**config.mk**
```make
export PLATFORM = sky130hd
export DESIGN_NAME = csr_access_ctrl
export DESIGN_NICKNAME = d
export VERILOG_FILES = /design/src/rtl/csr_ctrl_pkg.sv /design/src/rtl/csr_access_ctrl_illegal_chk.sv /design/src/rtl/csr_access_ctrl.sv
export SDC_FILE = /design/constraint.sdc
export NUM_CORES = 1
export LEC_CHECK = 0
export ABC_AREA = 1
export BUFFER_PORTS_ARGS = -buffer_cell sky130_fd_sc_hd__buf_2
export CORE_MARGIN = 4
export CORE_UTILIZATION = 30
export DETAILED_ROUTE_END_ITERATION = 12
export PLACE_DENSITY_LB_ADDON = 0.2
export SKIP_LAST_GASP = 1
export SLEW_MARGIN = 20
export SYNTH_ARGS = -nofsm -noshare
export SYNTH_HDL_FRONTEND = slang
export SYNTH_SLANG_ARGS = --single-unit
```
**constraint.sdc**
```tcl
create_clock -name CLK -period 1.95 [get_ports CLK]
set_input_delay 0.2925 -clock CLK [delete_from_list [all_inputs] [get_ports CLK]]
set_output_delay 0.2925 -clock CLK [all_outputs]
set_load 0.1 [all_outputs]
```
**src/rtl/csr_ctrl_pkg.sv**
```systemverilog
// Shared definitions for the CSR access sequencer: FSM states, CSR op
// encodings and the read-only address field value.
package csr_ctrl_pkg;

  typedef enum logic [1:0] {
    IDLE  = 2'd0,
    READ  = 2'd1,
    WRITE = 2'd2,
    RESP  = 2'd3
  } csr_state_t;

  localparam logic [1:0] OP_RW = 2'b01;
  localparam logic [1:0] OP_RS = 2'b10;
  localparam logic [1:0] OP_RC = 2'b11;

  // addr[11:10] value that marks a read-only CSR
  localparam logic [1:0] CSR_RO_FIELD = 2'b11;

endpackage

```
**src/rtl/csr_access_ctrl_illegal_chk.sv**
```systemverilog
// Combinational legality check for a CSR instruction.
// Build option: CSR_RO_CHECK_EN -- when defined, any write attempt to a
// read-only CSR (addr[11:10] == 2'b11) is flagged illegal; when undefined
// the check is disabled and illegal is always 0.
module csr_illegal_chk
  import csr_ctrl_pkg::*;
(
  input  logic [1:0]  op,
  input  logic [11:0] addr,
  input  logic        src_zero,
  output logic        illegal
);

  // Address bits below the read-only field never affect legality.
  logic unused_bits;

`ifdef CSR_RO_CHECK_EN
  // rw always writes; rs/rc write only when the operand is non-zero.
  assign illegal     = (addr[11:10] == CSR_RO_FIELD) && ((op == OP_RW) || !src_zero);
  assign unused_bits = ^addr[9:0];
`else
  assign illegal     = 1'b0;
  assign unused_bits = ^{op, addr, src_zero};
`endif

endmodule

```
**src/rtl/csr_access_ctrl.sv**
```systemverilog
// CSR access sequencer: accepts one CSR instruction at a time, reads the
// addressed CSR, issues at most one rw/rs/rc strobe and returns the old
// value. Privileged trap updates are granted only while idle.
// Build option: CSR_RO_CHECK_EN (see csr_illegal_chk) enables read-only
// CSR write detection and rsp_illegal reporting.
module csr_access_ctrl
  import csr_ctrl_pkg::*;
#(
  parameter int unsigned DW = 64
) (
  input  logic          CLK,
  input  logic          RSTn,
  input  logic          req_valid,
  output logic          req_ready,
  input  logic [1:0]    req_op,
  input  logic [11:0]   req_addr,
  input  logic [DW-1:0] req_src,
  input  logic [5:0]    req_tag,
  input  logic          trap_valid,
  output logic          trap_grant,
  input  logic          flush,
  output logic [11:0]   csr_addr,
  output logic [DW-1:0] csr_op,
  output logic          csr_rw,
  output logic          csr_rs,
  output logic          csr_rc,
  input  logic [DW-1:0] csr_rdata,
  output logic          rsp_valid,
  input  logic          rsp_ready,
  output logic [DW-1:0] rsp_data,
  output logic [5:0]    rsp_tag,
  output logic          rsp_illegal
);

  csr_state_t    state_q, state_d;
  logic [1:0]    op_q;
  logic [11:0]   addr_q;
  logic [DW-1:0] src_q;
  logic [5:0]    tag_q;
  logic [DW-1:0] data_q;
  logic          ill_q;

  logic          accept;
  logic          src_zero;
  logic          illegal;
  logic          skip;

  assign accept   = (state_q == IDLE) && req_valid && req_ready;
  assign src_zero = (src_q == '0);
  assign skip     = illegal || ((op_q != OP_RW) && src_zero);

  csr_illegal_chk u_illegal_chk (
    .op       (op_q),
    .addr     (addr_q),
    .src_zero (src_zero),
    .illegal  (illegal)
  );

  // Latched instruction drives the array port directly; results are held in
  // registers so they stay stable under response backpressure.
  assign csr_addr    = addr_q;
  assign csr_op      = src_q;
  assign rsp_data    = data_q;
  assign rsp_tag     = tag_q;
  assign rsp_illegal = ill_q;

  // State register
  always_ff @(posedge CLK or negedge RSTn) begin
    if (!RSTn) state_q <= IDLE;
    else       state_q <= state_d;
  end

  // Instruction latch on accept; read value and legality captured in READ
  always_ff @(posedge CLK or negedge RSTn) begin
    if (!RSTn) begin
      op_q   <= OP_RW;
      addr_q <= '0;
      src_q  <= '0;
      tag_q  <= '0;
      data_q <= '0;
      ill_q  <= 1'b0;
    end else begin
      if (accept) begin
        op_q   <= req_op;
        addr_q <= req_addr;
        src_q  <= req_src;
        tag_q  <= req_tag;
      end
      if (state_q == READ) begin
        data_q <= csr_rdata;
        ill_q  <= illegal;
      end
    end
  end

  // Next-state, handshake and strobe decode
  always_comb begin
    state_d    = state_q;
    req_ready  = 1'b0;
    trap_grant = 1'b0;
    csr_rw     = 1'b0;
    csr_rs     = 1'b0;
    csr_rc     = 1'b0;
    rsp_valid  = 1'b0;
    unique case (state_q)
      IDLE: begin
        trap_grant = trap_valid;
        req_ready  = !trap_valid && !flush;
        if (req_valid && req_ready) state_d = READ;
      end
      READ: begin
        if (flush)     state_d = IDLE;
        else if (skip) state_d = RESP;
        else           state_d = WRITE;
      end
      WRITE: begin
        csr_rw  = !flush && (op_q == OP_RW);
        csr_rs  = !flush && (op_q == OP_RS);
        csr_rc  = !flush && (op_q == OP_RC);
        state_d = flush ? IDLE : RESP;
      end
      RESP: begin
        // A flush in RESP suppresses the handshake entirely
        rsp_valid = !flush;
        if (flush || rsp_ready) state_d = IDLE;
      end
      default: state_d = IDLE;
    endcase
  end

endmodule
```
# Word level (Yosys, flattened, before mapping)
# Index checks and enable logic that the tools add are counted.
# totals
n_memories,0
latchBits,0
regBits,150
romBits,0
elab_cells,41
out_inout_bits,153
inputBits,154
mem_bits_rw,0
# classes
eq_ne,9
div,0
n_mux,12
n_addsub,0
mul,0
n_reduce_logical,14
shifts,0
order_cmp,0
n_bitwise,0
# ops
op,count
$logic_not 64->1,1
$eq 2x2->1 const B,4
$logic_and 1x1->1,8
$mux 2,4
$pmux 2 s4,1
$mux 1,7
$eq 2x1->1 const B,2
$ne 2x1->1 const B,2
$logic_not 1->1,2
$logic_not 2->1,1
$ne 2x2->1 const B,1
$reduce_and 2->1,1
$logic_or 1x1->1,1

# Logic depth before layout (Yosys ltp)
# Gate-level depths: netlist of the first run.
# depth
depth_word,5
ltp_mapped,7

# Hierarchy
# A second synthesis of the first run with hierarchy kept.
# unflattened
hier_cells,549
area_unflattened_um2,6160.9
# by_module_without_submodules
module,instances,seq_area_each_um2,area_each_um2,cells_each
csr_access_ctrl,1,3779.9,6149.6,547
csr_illegal_chk,1,0.0,11.3,2

# Worst setup path after synthesis of the first run
# OpenSTA, ideal clock, no wires.
# synth_path
kind,flip-flop to output port
start,reg state_q[0]
end,out csr_rs
arrival_time_ns,2.731
setup_slack_ns,-1.074
stages_incl_launch_ff,4
cell_sequence,dfrtp_1 nor3_1 inv_1 nor3_1
# synth_between
elab_chain_cells,2
# synth_rtl
item,line,text
from (decl),csr_access_ctrl.sv:35,"csr_state_t state_q, state_d;"
from (signal assigned),csr_access_ctrl.sv:70,else state_q <= state_d;
$eq 2x2->1,csr_access_ctrl.sv:105,unique case (state_q)
$mux 1,csr_access_ctrl.sv:105,
to (decl),csr_access_ctrl.sv:25,"output logic csr_rs,"
# Every way passes these cells.

# Worst setup path in the final report of the first run
# layout_path
start,reg state_q[0]
end,out req_ready
# layout_between
elab_chain_cells,2
# layout_rtl
item,line,text
$logic_not 2->1,csr_access_ctrl.sv:105,
$mux 1,csr_access_ctrl.sv:105,
to (decl),csr_access_ctrl.sv:14,"output logic req_ready,"
# Every way passes these cells.

==> results of run 1 <==
## per-stage QoR
step | hold WS, ps | setup TNS (ps) | cells | setup WS, ps
final | 71.7 | 0 | 1129 | 62.3
after detailed placement | 136 | 0 | 1096 | 282
after CTS | 49.1 | -8.97 | 1128 | -6.82
after floorplan | -3.09 | -838 | 542 | -310
after global routing | 52.4 | -17.2 | 1129 | -17.2
after global placement | 134 | 0 | 1096 | 275
## worst max-delay path by stage
stage,startpoint,slack [ps],endpoint
2_1_floorplan,state_q[0],-310,csr_rc
3_3_place_gp,state_q[0],270,rsp_data[19]
3_5_place_dp,state_q[0],280,rsp_data[3]
4_1_cts,state_q[1],-7,req_ready
5_1_grt,state_q[0],-20,req_ready
6_report,state_q[0],60,req_ready
## timing repair
item | CTS | global route
endpoints found under the setup margin | 5 | 7
gates cloned | 0 | 0
pin swaps | 0 | 0
hold buffers | 1 | 0
gates resized for setup | 6 | 6
hold endpoints to repair | 13 | 0
## sequential cells by signal, summed over array words and instances (netlist names)
| register | flops |
|---|---|
| csr_op | 64 |
| rsp_data | 64 |
| csr_addr | 12 |
| rsp_tag | 6 |
| op_q | 2 |
| state_q | 2 |
## worst max-delay path, cell delays in order (launching register included)
cell                      delay [ps]
sky130_fd_sc_hd__dfrtp_1         420
sky130_fd_sc_hd__nor2_2          220
sky130_fd_sc_hd__inv_1           160
sky130_fd_sc_hd__nor3_4          170
sky130_fd_sc_hd__buf_8           220
## logic make-up after synthesis
family                 share of synthesized area
other                                   0.000631
DFF                                        0.631
muxes                                      0.158
and+or+nand+nor                            0.175
AOI/OAI and AO/OA                        0.00652
buffers and inverters                     0.0286
## area by class of cell
cell class,count,area (sq um),area share
clock buffer,18,429,0.0506
inverter,11,43.8,0.00516
multi-input combinational,358,2070,0.245
timing repair buffer,313,1720,0.203
antenna,1,2.50,0.000295
clock inverter,13,123,0.0145
tap,265,332,0.0391
sequential,150,3760,0.443
## layer usage
layer  part of all wire  routed length, um
met4              0.030                505
met1               0.40               6650
met5                  0                  0
met2               0.50               8300
met3              0.067               1110
## synthesized netlist by cell type (all sizes together)
cell    instances  area [sq um]
nand2         209           785
dfrtp         149          3730
mux2           80           938
nor2           49           189
buf            17           106
inv            11          41.3
a21oi           6          30.0
clkbuf          6          22.5
nor3            6          30.0
nand3           4          25.0
nand4           2          12.5
a31o            1          8.76
conb            1          3.75
dfstp           1          26.3
==> impl_summary.txt, run 1 <==
----------------------------------------------------
[Outcome]
  Outcome ... finished, final reports clean

[GRT]
  Met1 usage in global routing ... 0.180
  Largest net degree at the start of global routing ... 72
  Global Route Usage Sum ... 0.148
  GRT Max-Usage Layer ... met2
  Final global-route overflow total ... 0
  GR Layer Usage met3 ... 0.0425
  Met2 Usage GRT ... 0.245
  Initial antenna violation count ... 1
  Wire length of the first global-routing pass ... approximately 26 mm
  Number of global-route vias before repair ... roughly 4800

[Worst hold path]
  Worst hold start ... csr_rdata[60]
  Number of cells traversed by the worst hold path ... 3
  Min-delay worst type ... in -> reg
  Worst Hold Path EP ... rsp_data[60]

[Drt]
  Number of design-rule violations left by the first detailed-router iteration ... roughly 180
  Post-DR vias/cell ... about 4.2
  Post-route DRC violation count ... 0
  Residual antenna-violating net count after detailed routing ... 0
  First-pass detailed-route iteration total ... 4
  Sum of routed wire length over all layers ... approximately 17 mm
  Routed length per instance ... roughly 15 um
  Overall via count from detail_route ... between 4000 and 5000

[Logic synthesis]
  Sequential-to-total area share from yosys stat ... 0.631
  Post-Synthesis Mean Instance Area ... approximately 11 sq um
  Syn Nets ... between 600 and 700
  YS warnings ... 0
  Netlist area before placement ... ~5900 sq um
  Library cells used by synthesis ... 21
  Post-synthesis instance total ... about 540
  Number of synthesized register bits ... 150

[Setup path]
  Worst Reg2Reg Path Length in Cells ... 4
  Maximum net fanout on the critical path ... 4
  CP startpoint kind ... flip-flop
  Setup crit end kind ... output pin
  CP required ... 1660 ps
  Data arrival time at the worst-slack endpoint ... ~1600 ps
  Category of the most critical setup path ... reg -> out
  Worst R2R Start ... state_q[0]
  Register-to-register path setup slack ... around 310 ps
  Worst flop-to-flop path endpoint ... csr_op[33]

[CTS]
  TritonCTS Buffers ... 17
  Post-CTS Repair Setup Buffers ... 0
  Clock insertion delay at the later pin of the skew report ... around 420 ps
  Clock sinks ... 150
  Max clock buf depth ... 2
  H-tree levels ... 4
  CTS tree ... done
  Clock root buffer ... sky130_fd_sc_hd__clkbuf_16
  Clk slew on worst S/H paths ... approximately 70 ps

[Floorplan]
  Top-Level Pins ... 307
  Rows ... between 50 and 60
  Vertical extent of the die ... between 100 and 150 um
  Placeable core region ... between 15000 and 20000 sq um
  X dimension of the die ... about 150 um
  Die ar. ... between 20000 and 25000 sq um
  Initial Util ... 0.306

[Cells and area]
  Most frequent cells in the layout ... sky130_fd_sc_hd__buf_2 (299), sky130_fd_sc_hd__nand2_1 (209), sky130_fd_sc_hd__dfrtp_1 (148)
  Fraction of the core area covered by cells at the end of the flow ... 0.436
  # nets final ... between 1000 and 1500
  Synth-to-layout area growth ... 42.6%
  Leading cell type in the layout, fill and taps excluded ... sky130_fd_sc_hd__buf_2
  Post-route standard cell area excluding fillers ... 8480 sq um
  Total of fill cells in the finished design ... between 1500 and 2000
  Ratio of cells with drive above 1 in the final layout ... 0.505

[STA]
  Fmax achieved ... between 500 and 600 MHz
  Setup repair after global routing missed its margin ... true
  Final clock period utilization by the worst path ... 0.968
  Post-route clock skew ... around 12 ps
  Setup-violating endpoint count in the final report ... 0
  Worst slew margin relative to its limit ... 0.558
  Count of endpoints failing hold in the final timing report ... 0
  Final Max Slew Viols ... 0
  Transition time at the pin with the least slew margin ... 663 ps
  Period minus WS final ... about 1900 ps

[Placement]
  Dpl hpwl ... between 10 and 15 mm
  Placer congestion estimate ... just over 0.8
  Count of input and output buffers ... about 310
  Area of placed instances ... roughly 7900 sq um

[Job]
  Max-cap viol count ... 0

----------------------------------------------------
Power of run 1 is left out: the tool's default activity adds up to more than one toggle a clock period on the data nets, which glitch-free logic cannot reach.
==> inputs of run 2 (changes only) <==
- PLACE_DENSITY: default -> 0.53
- PLACE_DENSITY_LB_ADDON: 0.2 -> default
- RECOVER_POWER: default -> 100
==> run 2 against run 1 <==
Compared with the run above: first-iteration DRC count down 10%; via count down 1.1%; sequential share of layout area up 0.45 points; critical path depth unchanged; flip-flop and latch count unchanged; non-clock buffer count up 1; wire length up 1.5%; critical path type unchanged; largest cell class unchanged.
==> impl_summary.txt, run 2 (synthesis results as in run 1) <==
----------------------------------------------------
[Setup path]
  Delay of the slowest cell on the worst path ... approximately 450 ps
  Library cell contributing the largest single delay on the critical path ... sky130_fd_sc_hd__dfrtp_2
  CP delay by family, top ... flip-flops
  Cell with the most instances on the worst path ... sky130_fd_sc_hd__nor3_4
  Category of the most critical setup path ... reg -> out
  Worst path cell trace ... nor3_4 > inv_2 > nor3_4 > buf_6
  Data arrival time at the worst-slack endpoint ... 1550 ps
  Setup crit end kind ... output pin
  CP required ... ~1700 ps
  Maximum net fanout on the critical path ... 4
  Number of buffers and inverters on the critical path ... 2
  CP startpoint kind ... flip-flop
  Register-to-register path setup slack ... 240 ps

[Drt]
  Top layer in use ... met4
  Overall via count from detail_route ... ~4700
  First-pass detailed-route iteration total ... 4
  Routed length per instance ... 14.9 um
  Number of design-rule violations left by the first detailed-router iteration ... roughly 160
  Met2 WL ... 8.14 mm
  Post-route DRC violation count ... 0
  Post-DR vias/cell ... 4.19
  DRT met1 WL ... just under 7 mm
  Sum of routed wire length over all layers ... between 15 and 20 mm
  Met3 wire length ... around 1.3 mm
  Residual antenna-violating net count after detailed routing ... 0

[CTS]
  Clock sinks ... 150
  TritonCTS Buffers ... 17
  Clock insertion delay at the later pin of the skew report ... between 400 and 500 ps
  CTS tree ... done
  Max clock buf depth ... 2
  Clk slew on worst S/H paths ... 70 ps
  Clock root buffer ... sky130_fd_sc_hd__clkbuf_16
  H-tree levels ... 4

[Floorplan]
  Rows ... between 50 and 60
  Initial Util ... 0.306
  X dimension of the die ... ~150 um
  Die ar. ... roughly 22000 sq um
  Placeable core region ... 19500 sq um
  Top-Level Pins ... ~300
  Vertical extent of the die ... 149 um

[Cells and area]
  Ratio of cells with drive above 1 in the final layout ... 0.495
  Most frequent cells in the layout ... sky130_fd_sc_hd__nand2_1 (209), sky130_fd_sc_hd__buf_2 (152), sky130_fd_sc_hd__clkbuf_2 (150)
  Post-route standard cell area excluding fillers ... around 8400 sq um
  # nets final ... between 1000 and 1500
  Leading cell type in the layout, fill and taps excluded ... sky130_fd_sc_hd__nand2_1
  Synth-to-layout area growth ... 41.2%
  Fraction of the core area covered by cells at the end of the flow ... 0.431

[Placement]
  Area of placed instances ... 7890 sq um
  Placer congestion estimate ... about 0.76
  Count of input and output buffers ... around 300
  Dpl hpwl ... 12.5 mm

[GRT]
  Final global-route overflow total ... 0
  Number of global-route vias before repair ... ~4700
  Wire length of the first global-routing pass ... roughly 26 mm
  Global Route Usage Sum ... 0.149
  Largest net degree at the start of global routing ... between 60 and 70
  Initial antenna violation count ... 1

[STA]
  Final Hold Slack ... around 61 ps
  Count of endpoints failing hold in the final timing report ... 0
  Post-route clock skew ... roughly 18 ps
  Worst slew margin relative to its limit ... 0.369
  Setup_tns ... 0 ps
  Setup-violating endpoint count in the final report ... 0
  Period minus WS final ... between 1500 and 2000 ps
  Final Max Slew Viols ... 0
  Final clock period utilization by the worst path ... 0.942
  Transition time at the pin with the least slew margin ... ~950 ps
  Setup repair after global routing missed its margin ... false
  Fmax achieved ... 544 MHz

[Job]
  Max-cap viol count ... 0

[Worst hold path]
  Min-delay worst type ... in -> reg

[Outcome]
  Outcome ... finished, final reports clean

----------------------------------------------------
-- run 2: changes by cell type in the layout (fill, tap and decap cells not counted), sizes merged --
cell,previous run,this run
clkbuf,18,170
bufinv,1,0
clkinv,4,3
buf,312,161
inv,15,18
-- run 2: worst paths after layout --
check / cells after the start / end / startpoint
worst max-delay path: 4 / csr_rs / state_q[0]
worst min-delay path: 3 / rsp_data[44] / csr_rdata[44]
worst max register to register: 6 / rsp_data[52] / state_q[0]
worst min register to register: 2 / rsp_data[57] / rsp_data[57]
max in group asynchronous: 3 / csr_op[17] / RSTn
min in group asynchronous: 2 / rsp_data[20] / RSTn
-- run 2: cell type report --
class | instances | area, sq um
Fill cell | 1941 | 11100
Sequential cell | 150 | 3760
Multi-Input combinational cell | 358 | 2030
Timing Repair Buffer | 314 | 1680
Clock buffer | 18 | 439
Tap cell | 265 | 332
Clock inverter | 14 | 115
Inverter | 11 | 41.3
Antenna cell | 1 | 2.50
-- run 2: worst reg2reg max path, delay by kind of cell, from the launching register on --
kind,cells,cell delay [ps]
simple gates,3,640
flops,1,430
buf+inv,3,560
-- run 2: stage by stage --
stage	setup WS, ps	instances
after floorplan	-310	542
after global placement	282	1097
after detailed placement	311	1097
after CTS	4.09	1130
after global routing	11.8	1131
final	112	1131
-- run 2: routing by layer --
layer | GRT usage | vias to the layer above
li1 | - | 2341
met1 | 0.182 | 2184
met2 | 0.244 | 180
met3 | 0.0507 | 32
met4 | 0.0636 | 0
met5 | 0 | -
-- run 2: timing repair --
item	CTS	global route
gates resized for setup	3	8
setup endpoints to repair	4	5
hold buffers	1	0
endpoints found under the hold margin	31	0
setup buffers	0	0
Power of run 2 is left out for the same reason.
